`config.mk`:
```
export PLATFORM = sky130hd
export DESIGN_NAME = serial_code_converter
export DESIGN_NICKNAME = d
export VERILOG_FILES = /design/src/rtl/serial_code_converter.sv
export SDC_FILE = /design/constraint.sdc
export NUM_CORES = 1
export LEC_CHECK = 0
export CAP_MARGIN = 5
export CORE_MARGIN = 2
export CORE_UTILIZATION = 30
export DETAILED_ROUTE_END_ITERATION = 16
export PLACE_DENSITY = 0.49
export SKIP_CTS_REPAIR_TIMING = 1
export SKIP_LAST_GASP = 1
export SLEW_MARGIN = 10
export SYNTH_ARGS = -nofsm -noshare
export SYNTH_HDL_FRONTEND = slang
export SYNTH_SLANG_ARGS = --single-unit
```
`constraint.sdc`:
```
create_clock -name Clk -period 1.75 [get_ports Clk]
set_input_delay 0.35 -clock Clk [delete_from_list [all_inputs] [get_ports Clk]]
set_output_delay 0.35 -clock Clk [all_outputs]
set_load 0.01 [all_outputs]
```
`src/rtl/serial_code_converter.sv`:
```
// Serial Excess-3 <-> BCD converter, LSB-first, 4 bits per digit, Mealy output.
// Define SERIAL_CONV_ERRCHK_EN to enable per-digit input range checking (Err).
module serial_code_converter #(
    parameter int NDIGITS = 4
) (
    input  logic Clk,
    input  logic Rst,
    input  logic X,
    input  logic En,
    input  logic Mode,
    output logic Z,
    output logic DigitDone,
    output logic WordDone,
    output logic Err
);

    localparam int DW = (NDIGITS > 1) ? $clog2(NDIGITS) : 1;
    localparam logic [DW-1:0] LAST_DIGIT = DW'(NDIGITS - 1);
    localparam logic [3:0] K = 4'b0011;

    localparam logic [1:0] BIT0 = 2'd0;
    localparam logic [1:0] BIT3 = 2'd3;

    logic [1:0]    bit_idx;
    logic [DW-1:0] digit_idx;
    logic          carry;
    logic          mode_q;

    logic first_bit;
    logic last_bit;
    logic last_digit;
    logic k_bit;
    logic c_eff;
    logic mode_eff;
    logic z_raw;
    logic c_next;

    // Carry/borrow never crosses a digit boundary; mode is sampled live on bit 0.
    always_comb begin
        first_bit  = (bit_idx == BIT0);
        last_bit   = (bit_idx == BIT3);
        last_digit = (digit_idx == LAST_DIGIT);
        k_bit      = K[bit_idx];
        c_eff      = first_bit ? 1'b0 : carry;
        mode_eff   = first_bit ? Mode : mode_q;
        z_raw      = X ^ k_bit ^ c_eff;
        if (mode_eff)
            c_next = (X & k_bit) | (X & c_eff) | (k_bit & c_eff);
        else
            c_next = (~X & (k_bit | c_eff)) | (k_bit & c_eff);
        Z = En & ~Rst & z_raw;
    end

    always_ff @(posedge Clk or posedge Rst) begin
        if (Rst) begin
            bit_idx   <= BIT0;
            digit_idx <= '0;
            carry     <= 1'b0;
            mode_q    <= 1'b0;
            DigitDone <= 1'b0;
            WordDone  <= 1'b0;
        end else begin
            DigitDone <= 1'b0;
            WordDone  <= 1'b0;
            if (En) begin
                carry   <= c_next;
                bit_idx <= bit_idx + 2'd1;
                if (first_bit)
                    mode_q <= Mode;
                if (last_bit) begin
                    DigitDone <= 1'b1;
                    if (last_digit) begin
                        WordDone  <= 1'b1;
                        digit_idx <= '0;
                    end else begin
                        digit_idx <= digit_idx + 1'b1;
                    end
                end
            end
        end
    end

`ifdef SERIAL_CONV_ERRCHK_EN
    logic [2:0] shreg;
    logic [3:0] digit_val;
    logic       out_of_range;

    // Bit 3 is never bit 0, so the latched mode applies to the range test.
    always_comb begin
        digit_val = {X, shreg};
        if (mode_q)
            out_of_range = (digit_val > 4'd9);
        else
            out_of_range = (digit_val < 4'd3) || (digit_val > 4'd12);
    end

    always_ff @(posedge Clk or posedge Rst) begin
        if (Rst) begin
            shreg <= '0;
            Err   <= 1'b0;
        end else if (En) begin
            shreg <= {X, shreg[2:1]};
            if (first_bit && (digit_idx == '0))
                Err <= 1'b0;
            else if (last_bit && out_of_range)
                Err <= 1'b1;
        end
    end
`else
    assign Err = 1'b0;
`endif

endmodule
```
After elaboration in Yosys (flattened, before gate mapping)
Index checks and enable logic that the tools add are counted.
{ "word_totals": {"ramBits": 0, "n_memories": 0, "register_bits": 8, "out_inout_bits": 4, "romBits": 0, "latchBits": 0, "in_bits": 5} }
{ "classes": {"n_eq_ne": 2, "mul": 0, "n_shift": 0, "div_mod_pow": 0, "reduce_logical": 2, "order_cmp": 1, "n_bitwise": 14, "mux": 11, "add_sub_neg": 2} }
{ "op_table": {"columns": ["operator", "count"], "rows": [
  ["two-way mux 1 bit", 9],
  ["bitwise AND 1 bit", 6],
  ["adder 2 x 1 -> 2 bit (second input constant)", 2],
  ["equality test 2 bit (second input constant)", 2],
  ["OR 1 bit", 4],
  ["< comparator 2 x 3 -> 1 bit (second input constant)", 1],
  ["binary-select mux 1 bit (select 2 bit)", 1],
  ["zero test 2 bit", 1],
  ["two-way mux 2 bit", 1],
  ["NOT 1 bit", 2],
  ["AND reduction 2 bit", 1],
  ["bitwise XOR 1 bit", 2]
]} }

Longest topological paths before layout
Gate-level depths: netlist (run 1).
{ "logic_depth": {"word_depth": 6, "ltp_mapped": 5, "mapped_depth_nobuf": 5} }

Worst setup path after synthesis (run 1)
Ideal clock, no wire load.
{ "synth_path": {"path_type": "reg-to-reg", "from": "register bit_idx[1]", "to": "register carry", "path_slack_ps": 272, "required_time_ps": 1628, "arrival_ps": 1357, "n_path_buf": 0, "stages_incl_launch_ff": 6, "path_cell_list": "dfrtp_1 inv_1 ha_1 mux2i_1 mux2_1 a32o_1"} }
{ "synth_via": {"elab_chain_cells": 6, "word_cells_on_any_way": 14, "cone_classes": "mux: 5; bitwise: 8; reduce/logical: 1"} }
{ "synth_lines": {"columns": ["element", "line_no", "source"], "rows": [
  ["start: declaration", "24", "logic [1:0] bit_idx;"],
  ["start signal: assignment", "67", "bit_idx <= bit_idx + 2'd1;"],
  ["binary-select mux 1 bit (select 2 bit) / zero test 2 bit (equally long branches)", "43, 40", null],
  ["two-way mux 1 bit (on tied branches)", "43, 44", null],
  ["OR 1 bit / bitwise AND 1 bit (equally long branches)", "50, 48", null],
  ["bitwise AND 1 bit / OR 1 bit (equally long branches)", "50, 48", null],
  ["OR 1 bit (on tied branches)", "50, 48", null],
  ["two-way mux 1 bit (*)", "47", "if (mode_eff)"],
  ["end signal: assignment", "66", "carry <= c_next;"],
  ["end: declaration", "26", "logic carry;"]
]} }
Every way passes the cells marked *; elsewhere a longest branch is shown, timed or not. The select of a mux whose other input is x is not followed.
A chain may end at the register's enable or synchronous reset.

Final worst setup path (run 1)
{ "layout_path": {"from": "register bit_idx[1]", "to": "output port Z"} }
{ "layout_via": {"elab_chain_cells": 5, "word_cells_on_any_way": 7, "cone_classes": "mux: 3; bitwise: 3; reduce/logical: 1"} }
{ "layout_lines": {"columns": ["element", "line_no", "source"], "rows": [
  ["binary-select mux 1 bit (select 2 bit)", "43", "k_bit = K[bit_idx];"],
  ["two-way mux 1 bit (implied by the code)", "43", null],
  ["bitwise XOR 1 bit", "46", "z_raw = X ^ k_bit ^ c_eff;"],
  ["bitwise XOR 1 bit (*)", "46", null],
  ["bitwise AND 1 bit (*)", "51", "Z = En & ~Rst & z_raw;"],
  ["end: declaration", "11", "output logic Z,"]
]} }
Marked as above.

==> impl_results.md, run 1 <==
- Outcome: complete, but fails checks
- Failing checks: negative setup slack
- Internal reg-to-reg setup slack: 0.11 ns
- Antenna violations before repair: 0
- Number of library cell types mapped by synthesis: 20
- Kind of path behind the tightest hold check: primary input to async pin
- Area share of the largest cell type after synthesis: 47.9%
- Pin count of the biggest net entering global routing: 9
- Worst-skew pair later-pin latency: about 0.25 ns
- Std-Cell Core Area: 0.00130 mm2
- Unrepaired setup endpoints after global routing: true
- TritonCTS clock tree: built
- Count of buffers from port buffering: 7
- Seq/Total Area, Yosys: 47.9%
- Clock-pin slew of the registers on the worst-case setup and hold paths: 0.06 ns
- Antenna-violating nets left: 0
- Routed wirelength normalized by instance count: ~12 um
- Dominant cell type by area after synthesis: dfrtp_1
- Detail Placement HPWL: 611 um
- Destination of the worst register-to-register timing path: carry
- Share of cells above drive strength 1: between 30% and 40%
- Net switching power: 0.320 mW
- CP required: around 1.4 ns
- Worst slack, placed: -0.553 ns
- Clock skew after layout: 0.00511 ns
- Area of the die: 0.00171 mm2
- Placement Cell Area: 539 um2
- Count of mapped cells out of synthesis: 38
- Post-route cell area: 607 um2
- Mean instance size in the synthesized netlist: roughly 11 um2
- Sequential Power Share: 33.5%
- Arrival time of the worst setup path: 1.44 ns
- Number of pins exceeding their max-slew limit in the final report: 0
- Final period demand of the worst path: 1.79 ns
- R2R cell count: 6
- Final weighted congestion in routability-driven placement: roughly 0.71
- DRC viols: 0
- Critical path peak fanout: 3
- Vias post-DR: ~300
- Share of total power consumed by net switching: between 30% and 40%
- Number of primary I/O pins: 9
- Area added between synthesis and finish: 45.2%
- Internal power consumption: roughly 0.63 mW
- Inserted Diodes: 0
- Count of H-tree levels built during CTS: 1
- Smallest setup slack after layout: -0.0400 ns
- Clk buf depth: 2
- Cell types with the largest area share after synthesis: dfrtp_1, ha_1, mux2_2
- Total overflow reported by the global router: 0
- Detailed-router iteration count before antenna repair: 2
- # setup viols final: 1
- Horizontal die dimension: 41.3 um
- Part of the cycle the worst path needs: 102%
- Clock Sinks: 8
- PD cells: around 1600 mW/mm2
- Part of the total power dissipated in the clock network: 14.8%
- Vias in the first global route: 316
- Post-synth net total: 47
- Wire length of the first global-routing pass: roughly 1300 um
- TritonCTS buffer count: 3
- Endpoint type of the worst setup path: primary output
- Synthesis-stage register bit count: 8
- Fmax achieved: about 560 MHz
- Cell area after technology mapping: 418 um2
- GR Util All Layers: 12.8%
- Effective utilization at floorplan: 32.1%
- Filler cell count: between 100 and 150
- Final Routed Wirelength: 838 um
- Most common library cell in the layout ignoring fill and taps: dfrtp_1
- Util after Layout: a little under half
- Fin nets: 64
- Number of rows created at floorplan: 13
- Detailed router's first-iteration violation count: 2
- Commonest cells after routing, fill and taps aside: dfrtp_1, buf_4, clkdlybuf4s50_1
- Leakage power of the design: 0.317 nW
- IR drop worst, VDD: 0.000699 V
- Launching element type of the critical path: flop
- Register cell area after layout: 200 um2
- Max-capacitance violation count: 0
- Ys Warns: 0
- Crit path kind: flop to primary output
- Clock tree root buffer cell: clkbuf_4
- Chip height: about 41 um
- Area occupied by multi-input gates: 230 um2
- Number of failing hold endpoints at the final stage: 0
- Relative contribution of combinational cells to total power: 51.7%
- Via density: 4.49
- R2R Path Start: bit_idx[1]
-- how the worst max path moves through the flow --
stage                from    end  slack, ns  depth (start not counted)
3_3_place_gp            X      Z      -0.50                          5
5_1_grt        bit_idx[1]      Z      -0.11                          6
2_1_floorplan  bit_idx[1]  carry       0.27                          5
4_1_cts                 X      Z      -0.55                          5
6_report       bit_idx[1]      Z      -0.04                          6
3_5_place_dp            X      Z      -0.55                          5
-- critical path: stages (launching register included) --
cell and delay [ns]:
dfrtp_1 0.37, inv_2 0.08, ha_4 0.16, nand2b_4 0.14, xnor2_2 0.15, and3_1 0.16
buf_2 0.12
-- layer usage --
metal | global-route usage (%) | up-vias | part of all wire [%]
met1 | 14.9 | 142 | 44
met4 | 12.1 | 0 | 0.95
met5 | 0 | - | 0
li1 | - | 155 | -
met2 | 19.1 | 6 | 51
met3 | 3.19 | 2 | 3.8
-- logic make-up after synthesis --
| family | after synthesis | share of synthesized area [%] |
|---|---|---|
| AOI/OAI and AO/OA | 3 | 5.39 |
| DFF | 8 | 47.9 |
| and+or+nand+nor | 9 | 10.5 |
| buffers and inverters | 6 | 6.59 |
| muxes | 4 | 10.5 |
| xor gates and xnor gates | 3 | 6.29 |
| adders and majority gates | 4 | 12.0 |
| other | 1 | 0.897 |
-- registers in the layout (all words and copies together) (netlist names) --
register / flops
DigitDone: 1
WordDone: 1
bit_idx: 2
carry: 1
digit_idx: 2
mode_q: 1
-- per-stage QoR --
step / hold slack (ns) / power, mW / TNS (ns) / std cells
2_1_floorplan: 0.171 / 0.552 / 0 / 38
3_3_place_gp: 0.488 / 0.669 / -0.499 / 64
3_5_place_dp: 0.504 / 0.705 / -0.553 / 64
4_1_cts: 0.397 / 0.851 / -0.553 / 67
5_1_grt: 0.414 / 1.04 / -0.111 / 68
6_report: 0.404 / 0.951 / -0.0400 / 68
-- synth_stat cells --
master / n
ha_1: 4
xnor2_1: 1
nor2_1: 1
nand2_1: 3
dfrtp_1: 8
xor2_1: 2
inv_1: 4
mux2_1: 1
buf_4: 1
and3_1: 2
mux2i_1: 1
nand3_1: 1
conb_1: 1
nand2b_1: 1
a32o_1: 1
nor3_1: 1
mux2_2: 2
buf_2: 1
o21ai_0: 1
a21o_1: 1
-- power by group through the flow --
stage               clock network (mW)  logic [mW]  registers, mW
CTS                              0.147       0.395          0.309
finish                           0.141       0.492          0.318
global placement                     0       0.365          0.304
global route                     0.162       0.549          0.326
detailed placement                   0       0.393          0.312
floorplan                            0       0.238          0.314
-- area by class of cell --
class | count | share of cell area [%]
Clock buffer | 3 | 3.71
Inverter | 4 | 2.47
Multi-Input combinational cell | 24 | 37.9
Sequential cell | 8 | 33.0
Timing Repair Buffer | 14 | 19.8
Tap cell | 15 | 3.09
Power figures use the tool's default switching activity.
==> run 2, diff against run 1 <==
--- a/config.mk
+++ b/config.mk
@@ -10,6 +10,7 @@
 export CORE_UTILIZATION = 30
 export DETAILED_ROUTE_END_ITERATION = 16
 export PLACE_DENSITY = 0.49
+export REMOVE_ABC_BUFFERS = 1
 export SKIP_CTS_REPAIR_TIMING = 1
 export SKIP_LAST_GASP = 1
 export SLEW_MARGIN = 10
==> run 2 against run 1 <==
  * Wire length shrank 12%
  * Final cell count decreased by 1.5%
  * Non-clock buffer count down 1
  * Die area is the same
  * Hold slack lost 0.0018 ns
  * Global-route usage decreased by 1.6 points
  * Highest routed layer unchanged
  * The run still ends with negative setup slack left
  * Clock skew hardly changed
  * Sequential share of layout area increased by 0.41 points
  * Flip-flop and latch count unchanged
  * Setup slack better by 0.018 ns
  * Cell area fell by 1.2%
==> impl_results.md, run 2 (synthesized netlist as in run 1, its figures left out) <==
- Number of rows created at floorplan: 13 (unchanged)
- Kind of path behind the tightest hold check: primary input to async pin
- TritonCTS clock tree: built
- Clock skew after layout: 0.00535 ns (+0.000242 ns)
- Count of buffers from port buffering: 7 (unchanged)
- Commonest cells after routing, fill and taps aside: dfrtp_1, buf_4, clkdlybuf4s50_1
- Clock Sinks: 8 (unchanged)
- R2R cell count: 6 (unchanged)
- Failing checks: negative setup slack
- Fin nets: 63 (-1.6%)
- R2R Path Start: bit_idx[1]
- Routed wirelength normalized by instance count: 11.0 um (-10%)
- Std-Cell Core Area: 0.00130 mm2 (unchanged)
- Master of the slowest instance on the critical path: dfrtp_1
- Fmax achieved: 564 MHz (+1.0%)
- Outcome: complete, but fails checks
- Top Registers: bit_idx (2), digit_idx (2)
- Antenna violations before repair: 0 (unchanged)
- Unrepaired setup endpoints after global routing: true
- Critical path peak fanout: 3 (unchanged)
- Number of primary I/O pins: 9 (unchanged)
- # setup viols final: 1 (unchanged)
- TritonCTS buffer count: 3 (unchanged)
- Clock tree root buffer cell: clkbuf_4
- Delay contributed by the slowest stage of the critical path: 0.39 ns (+0.02 ns)
- Smallest setup slack after layout: -0.0220 ns (+0.0179 ns)
- Via density: 4.63 (+3.2%)
- Share of cells above drive strength 1: 32.7% (-1.3 points)
- Detailed router's first-iteration violation count: 4 (+2)
- IR drop worst, VDD: 0.000666 V (-4.8%)
- Detailed-router iteration count before antenna repair: 2 (unchanged)
- Chain of cells forming the critical path: inv_2 > ha_4 > nand2b_4 > xnor2_2 > and3_1 > buf_2
- Clk buf depth: 2 (unchanged)
- GR Util All Layers: 11.3% (-1.6 points)
- Detail Placement HPWL: 531 um (-13%)
- Total overflow reported by the global router: 0 (unchanged)
- Vias in the first global route: 289 (-8.5%)
- Number of failing hold endpoints at the final stage: 0 (unchanged)
- Part of the cycle the worst path needs: 101% (-1.0 points)
- Leakage power of the design: 0.312 nW (-1.5%)
- Vias post-DR: 310 (+1.6%)
- Pin count of the biggest net entering global routing: 9 (unchanged)
- Worst-skew pair later-pin latency: 0.25 ns (about the same)
- Chip height: 41.3 um (unchanged)
- Launching element type of the critical path: flop
- Crit path kind: flop to primary output
- Most common library cell in the layout ignoring fill and taps: dfrtp_1
- Clock-pin slew of the registers on the worst-case setup and hold paths: 0.05 ns (about the same)
- Wire length of the first global-routing pass: 1160 um (-12%)
- Inserted Diodes: 0 (unchanged)
- Final period demand of the worst path: 1.77 ns (-0.0179 ns)
- Final Routed Wirelength: 739 um (-12%)
- Max-capacitance violation count: 0 (unchanged)
- Antenna-violating nets left: 0 (unchanged)
- DRC viols: 0 (unchanged)
- PD cells: 1540 mW/mm2 (-1.8%)
- Arrival time of the worst setup path: 1.42 ns (-0.02 ns)
- Critical path origin: bit_idx[1]
- Endpoint type of the worst setup path: primary output
- Area added between synthesis and finish: 43.4%
- Effective utilization at floorplan: 32.1% (unchanged)
- Count of H-tree levels built during CTS: 1 (unchanged)
- Area of the die: 0.00171 mm2 (unchanged)
- Number of pins exceeding their max-slew limit in the final report: 0 (unchanged)
- Final weighted congestion in routability-driven placement: 0.738 (+3.2%)
- Final Power: 0.922 mW (-3.0%)
- Setup TNS Final: -0.0220 ns (+0.0179 ns)
- Horizontal die dimension: 41.3 um (unchanged)
- CP required: 1.40 ns (about the same)
[run 2: changes by cell type in the layout (fill, tap and decap cells not counted), sizes merged]
| cell | delta |
|---|---|
| buf | -1 |
[run 2: per-layer routing]
metal / routed length, um / global-route usage (%) / vias up / part of all wire [%]
li1: - / - / 152 / -
met1: 344 / 12.6 / 147 / 47
met2: 337 / 16.4 / 9 / 46
met3: 49 / 4.79 / 2 / 6.6
met4: 8 / 9.68 / 0 / 1.1
met5: 0 / 0 / - / 0
[run 2: final timing paths]
check | end | slack, ns
setup / recovery | Z | -0.02
hold / removal | bit_idx[1] | 0.40
setup reg to reg | carry | 0.14
hold reg to reg | digit_idx[1] | 0.51
max in group asynchronous | digit_idx[0] | 1.22
min in group Clk | digit_idx[1] | 0.51
[run 2: layout make-up]
cell class | instances | area (um2)
inverter | 4 | 15.0
fill | 122 | 702
clock buffer | 3 | 22.5
sequential | 8 | 200
timing repair buffer | 13 | 113
multi-input combinational | 24 | 230
tap | 15 | 18.8
[run 2: worst max-delay path: cells and delay by family (launching register included)]
family,cells,cell delay (ns)
flops,1,0.39
simple gates,2,0.28
fa+ha+maj,1,0.15
buf+inv,2,0.24
xor+xnor,1,0.10
[run 2: stage by stage]
step	util (%)	cells	setup slack [ns]	hold WS [ns]	instance area, um2
2_1_floorplan	-	36	0.272	0.171	405
6_report	46.1	67	-0.0220	0.402	599
5_1_grt	46.1	67	-0.0923	0.417	599
4_1_cts	43.2	67	-0.541	0.403	562
3_5_place_dp	41.4	64	-0.519	0.504	539
3_3_place_gp	41.4	64	-0.517	0.488	539
[run 2: power breakdown]
part	total, mW	leakage, nW	switching (mW)	internal [mW]
sequential	0.319	0.0996	0.0557	0.264
clock	0.136	0.0138	0.0576	0.0781
combinational	0.467	0.199	0.188	0.279
total	0.922	0.312	0.302	0.621
==> run 3, diff against run 2 <==
==> constraint.sdc (replaced) <==
create_clock -name Clk -period 2 [get_ports Clk]
set_input_delay 0.4 -clock Clk [delete_from_list [all_inputs] [get_ports Clk]]
set_output_delay 0.4 -clock Clk [all_outputs]
set_load 0.01 [all_outputs]
==> run 3 against run 2 <==
  * Non-clock buffer count down 1
  * Critical path depth did not move
  * Cell area down 7.9%
  * Die area unchanged
  * Sequential power is 15% lower
  * Setup slack improved by 0.14 ns
  * Clock power shrank 12%
  * Via count decreased by 4.8%
  * Core utilization shrank 3.7 points
  * Total power decreased by 24%
  * The flow now finishes without violations
==> impl_results.md, run 3 (synthesized netlist as in run 1, its figures left out) <==
- Part of the cycle the worst path needs: 94.0%
- Worst hold-check slack: 0.453 ns (+0.0510 ns)
- Vias post-DR: 295 (-4.8%)
- Placement Cell Area: 532 um2 (-1.4%)
- Area of the die: 0.00171 mm2 (unchanged)
- TritonCTS clock tree: built
- Kind of path behind the tightest hold check: primary input to async pin
- Number of failing hold endpoints at the final stage: 0 (unchanged)
- Clock skew after layout: 0.00437 ns (-0.000988 ns)
- Most common library cell in the layout ignoring fill and taps: dfrtp_1
- PD cells: 1270 mW/mm2 (-17%)
- Number of pins exceeding their max-slew limit in the final report: 0 (unchanged)
- Effective utilization at floorplan: 32.1% (unchanged)
- Detail Placement HPWL: 559 um (+5.2%)
- Clk buf depth: 2 (unchanged)
- Antenna violations before repair: 0 (unchanged)
- Arrival time of the worst setup path: 1.48 ns (+0.06 ns)
- GR Util All Layers: 11.9% (+0.64 points)
- Horizontal die dimension: 41.3 um (unchanged)
- Clock tree root buffer cell: clkbuf_4
- Std-Cell Core Area: 0.00130 mm2 (unchanged)
- CP required: 1.60 ns (+0.20 ns)
- Routed wirelength normalized by instance count: 10.5 um (-4.5%)
- Clock Sinks: 8 (unchanged)
- Count of buffers from port buffering: 7 (unchanged)
- Clock-pin slew of the registers on the worst-case setup and hold paths: 0.05 ns (about the same)
- Leakage power of the design: 0.297 nW (-4.9%)
- Area added between synthesis and finish: 32.0%
- Setup TNS Final: 0 ns (+0.0220 ns)
- Worst slack, placed: -0.381 ns (+0.138 ns)
- Final Power: 0.702 mW (-24%)
- Fin nets: 62 (-1.6%)
- Unrepaired setup endpoints after global routing: false
- IR drop worst, VDD: 0.000553 V (-17%)
- Inserted Diodes: 0 (unchanged)
- Number of primary I/O pins: 9 (unchanged)
- Wire length of the first global-routing pass: 1240 um (+6.6%)
- Final weighted congestion in routability-driven placement: 0.720 (-2.3%)
- Total overflow reported by the global router: 0 (unchanged)
- Detailed-router iteration count before antenna repair: 4 (+2)
- Smallest setup slack after layout: 0.120 ns (+0.142 ns)
- Max-capacitance violation count: 0 (unchanged)
- Final Routed Wirelength: 695 um (-6.0%)
- Via density: 4.47 (-3.4%)
- Pin count of the biggest net entering global routing: 9 (unchanged)
- Util after Layout: 42.4% (-3.7 points)
- Endpoint type of the worst setup path: primary output
- Vias in the first global route: 306 (+5.9%)
- Antenna-violating nets left: 0 (unchanged)
- Final non-filler cell total: 66 (-1.5%)
- Top Registers: bit_idx (2), digit_idx (2)
- Outcome: finished clean
- Worst-skew pair later-pin latency: 0.25 ns (about the same)
- Chip height: 41.3 um (unchanged)
- Number of rows created at floorplan: 13 (unchanged)
- DRC viols: 0 (unchanged)
- R2R cell count: 5 (-1)
- Critical path peak fanout: 3 (unchanged)
- Commonest cells after routing, fill and taps aside: dfrtp_1, clkdlybuf4s50_1, buf_4
- Detailed router's first-iteration violation count: 3 (-1)
- TritonCTS buffer count: 3 (unchanged)
- Launching element type of the critical path: flop
- # setup viols final: 0 (-1)
- Share of cells above drive strength 1: 21.6% (-11 points)
- Post-route cell area: 552 um2 (-7.9%)
- Count of H-tree levels built during CTS: 1 (unchanged)
- Final period demand of the worst path: 1.88 ns
- Fmax achieved: 532 MHz
- Placed Instances: 63 (-1.6%)
- Crit path kind: flop to primary output
-- run 3: critical path, stage by stage (launching register included) --
cell	delay (ns)
dfrtp_1	0.35
inv_1	0.07
ha_1	0.22
nand2b_1	0.16
xnor2_1	0.14
and3_1	0.16
clkbuf_2	0.13
-- run 3: where the power goes --
part	internal, mW	leakage [nW]	switching, mW
clock	0.0685	0.0138	0.0517
sequential	0.231	0.0996	0.0399
combinational	0.179	0.183	0.132
-- run 3: worst paths after layout --
check / from / endpoint / slack, ns
worst max-delay path: bit_idx[1] / Z / 0.12
worst min-delay path: Rst / bit_idx[1] / 0.45
worst max register to register: bit_idx[1] / carry / 0.44
worst min register to register: digit_idx[0] / digit_idx[0] / 0.51
max in group asynchronous: Rst / digit_idx[0] / 1.42
min in group Clk: digit_idx[0] / digit_idx[0] / 0.51
-- run 3: layout make-up --
type / instances / area (um2)
timing repair buffer: 12 / 105
inverter: 4 / 15.0
clock buffer: 3 / 22.5
multi-input combinational: 24 / 190
fill: 135 / 749
tap: 15 / 18.8
sequential: 8 / 200
-- run 3: metal layers --
metal | vias to the layer above | track usage (%) | part of all wire (%)
met1 | 133 | 13.2 | 44
met2 | 7 | 18.0 | 49
met4 | 0 | 9.68 | 1.2
li1 | 153 | - | -
met5 | - | 0 | 0
met3 | 2 | 4.79 | 5.9
==> RTL change (settings of run 1) <==
Add a define of `SERIAL_CONV_ERRCHK_EN`.
--- a/src/rtl/serial_code_converter.sv
+++ b/src/rtl/serial_code_converter.sv
@@ -1,5 +1,7 @@
 // Serial Excess-3 <-> BCD converter, LSB-first, 4 bits per digit, Mealy output.
 // Define SERIAL_CONV_ERRCHK_EN to enable per-digit input range checking (Err).
+`define SERIAL_CONV_ERRCHK_EN
+
 module serial_code_converter #(
     parameter int NDIGITS = 4
 ) (
Behaviour: not the same (Yosys sat finds a counterexample within 10 cycles, from zero or initial values and one cycle with Rst high).
==> RTL change against run 1 <==
Critical path depth unchanged; the flow still finishes with violations (setup timing); count of clock-buffer cells in the layout up 1; area after synthesis is 54% higher; routed wire length rose by 41%; register-to-register slack improved by 0.19 ns; power grew 38%; sequential cell count grew 4; combinational power grew 32%; worst setup slack got worse by 0.022 ns; largest cell class unchanged; design area is 46% higher.
==> RTL change: results (changes against run 1) <==
{| class="wikitable"
! Metric !! Value
|-
| Max VDD drop || 0.549 mV (-21%)
|-
| Vias per cell || 4.75 (+5.8%)
|-
| Regs by FF count || shreg x3, bit_idx x2, digit_idx x2
|-
| I/O Buffers || 8 (+1)
|-
| Share of cells above drive strength 1 || 32.5% (-1.5 points)
|-
| Layout Cell Area excl Fill || 885 um^2 (+46%)
|-
| Number of failing setup endpoints in the final timing report || 1 (unchanged)
|-
| Sequential cell area fraction in the yosys report || 46.6% (-1.3 points)
|-
| Number of placed cells counting well taps || 102 (+59%)
|-
| Net count of the mapped netlist || 71 (+51%)
|-
| Final total negative setup slack || -0.0616 ns (-0.0216 ns)
|-
| Post-detailed-route wirelength per cell || 11.0 um (-11%)
|-
| Final weighted congestion of routability-driven global placement || 0.779 (+8.9%)
|-
| Post-route worst setup slack || -0.0616 ns (-0.0216 ns)
|-
| Number of filler instances in the final layout || 201 (+63%)
|-
| Final nets || 91 (+42%)
|-
| Leading post-synthesis cells by cell area || sky130_fd_sc_hd__dfrtp_1 47%, sky130_fd_sc_hd__ha_1 9.7%, sky130_fd_sc_hd__mux2_2 7.0%
|-
| Wire length of the first global-routing pass || 2100 um (+60%)
|-
| Total cell area at the placement stage || 803 um^2 (+49%)
|-
| Vias post-DR || 508 (+67%)
|-
| CP Data Arrival Time || 1.46 ns (+0.02 ns)
|-
| Fraction of synthesized area in multiplexers || 6.99% (-3.5 points)
|-
| Setup skew after layout || 0.00425 ns (-0.000866 ns)
|-
| Largest net degree at the start of global routing || 15 (+6)
|-
| Post-synthesis adder-cell area fraction || 9.71% (-2.3 points)
|-
| Leakage || 0.411 nW (+30%)
|-
| Placement-stage worst setup slack || -0.496 ns (+0.0570 ns)
|-
| Synth Instances || 61 (+61%)
|-
| CTS clock-pin slew for the worst setup and hold paths || 0.08 ns (+0.02 ns)
|-
| Gr usage total || 11.4% (-1.4 points)
|-
| Placed wire-length estimate after detailed placement || 825 um (+35%)
|-
| Area share of xor/xnor cells in the synthesized design || 2.72% (-3.6 points)
|-
| Clock latency reported for the late side of the worst-skew pair || 0.28 ns (+0.03 ns)
|-
| Failing checks || setup timing
|-
| Most used standard cells in the synthesized netlist || 12 x sky130_fd_sc_hd__dfrtp_1, 8 x sky130_fd_sc_hd__inv_1, 5 x sky130_fd_sc_hd__ha_1
|-
| Outcome || complete, but fails checks
|-
| Vias in the first global route || 498 (+58%)
|}
RTL change: changes by cell type after synthesis, moves of 2 or more:
cell and delta:
sky130_fd_sc_hd__a21oi_1 +3, sky130_fd_sc_hd__dfrtp_1 +4, sky130_fd_sc_hd__inv_1 +4, sky130_fd_sc_hd__mux2_2 +2
sky130_fd_sc_hd__nand3_1 +2, sky130_fd_sc_hd__o21ai_0 +3, sky130_fd_sc_hd__o31a_1 +2
RTL change: layer usage:
| metal | vias to the layer above | wire length (um) | track usage [%] |
|---|---|---|---|
| met5 | - | 0 | 0 |
| met4 | 0 | 49 | 10.8 |
| met3 | 5 | 31 | 2.08 |
| met2 | 9 | 561 | 17.5 |
| met1 | 243 | 535 | 13.3 |
| li1 | 251 | - | - |
RTL change: worst max-delay path: stages (launching register included):
cell                      delay, ns
sky130_fd_sc_hd__dfrtp_1       0.36
sky130_fd_sc_hd__inv_2         0.07
sky130_fd_sc_hd__ha_4          0.16
sky130_fd_sc_hd__nor2b_2       0.16
sky130_fd_sc_hd__xnor2_2       0.09
sky130_fd_sc_hd__nor3_2        0.18
sky130_fd_sc_hd__buf_2         0.15
RTL change: layout make-up:
cell class | instances | share of cell area, %
Timing Repair Buffer | 16 | 15.6
Inverter | 8 | 3.39
Sequential cell | 12 | 33.9
Tap cell | 27 | 3.82
Multi-Input combinational cell | 40 | 39.2
Clock buffer | 4 | 4.10
RTL change: path summary, 6_finish.rpt:
kind | end | slack, ns | from
setup / recovery | Z | -0.06 | bit_idx[1]
hold / removal | carry | 0.44 | Rst
setup reg to reg | Err | 0.30 | bit_idx[1]
hold reg to reg | Err | 0.52 | Err
max in group asynchronous | shreg[1] | 0.99 | Rst
min in group Clk | Err | 0.52 | Err
RTL change: kinds of logic after synthesis:
| family | count (synthesis) |
|---|---|
| DFF | 12 |
| xor gates and xnor gates | 2 |
| buffers and inverters | 9 |
| muxes | 4 |
| adders and majority gates | 5 |
| and+or+nand+nor | 16 |
| AOI/OAI and AO/OA | 13 |
RTL change: report_power, final:
group	leakage, nW	switching (mW)	total, mW	internal (mW)
combinational	0.243	0.296	0.648	0.352
sequential	0.147	0.0612	0.437	0.376
clock	0.0210	0.103	0.230	0.127
total	0.411	0.460	1.31	0.854
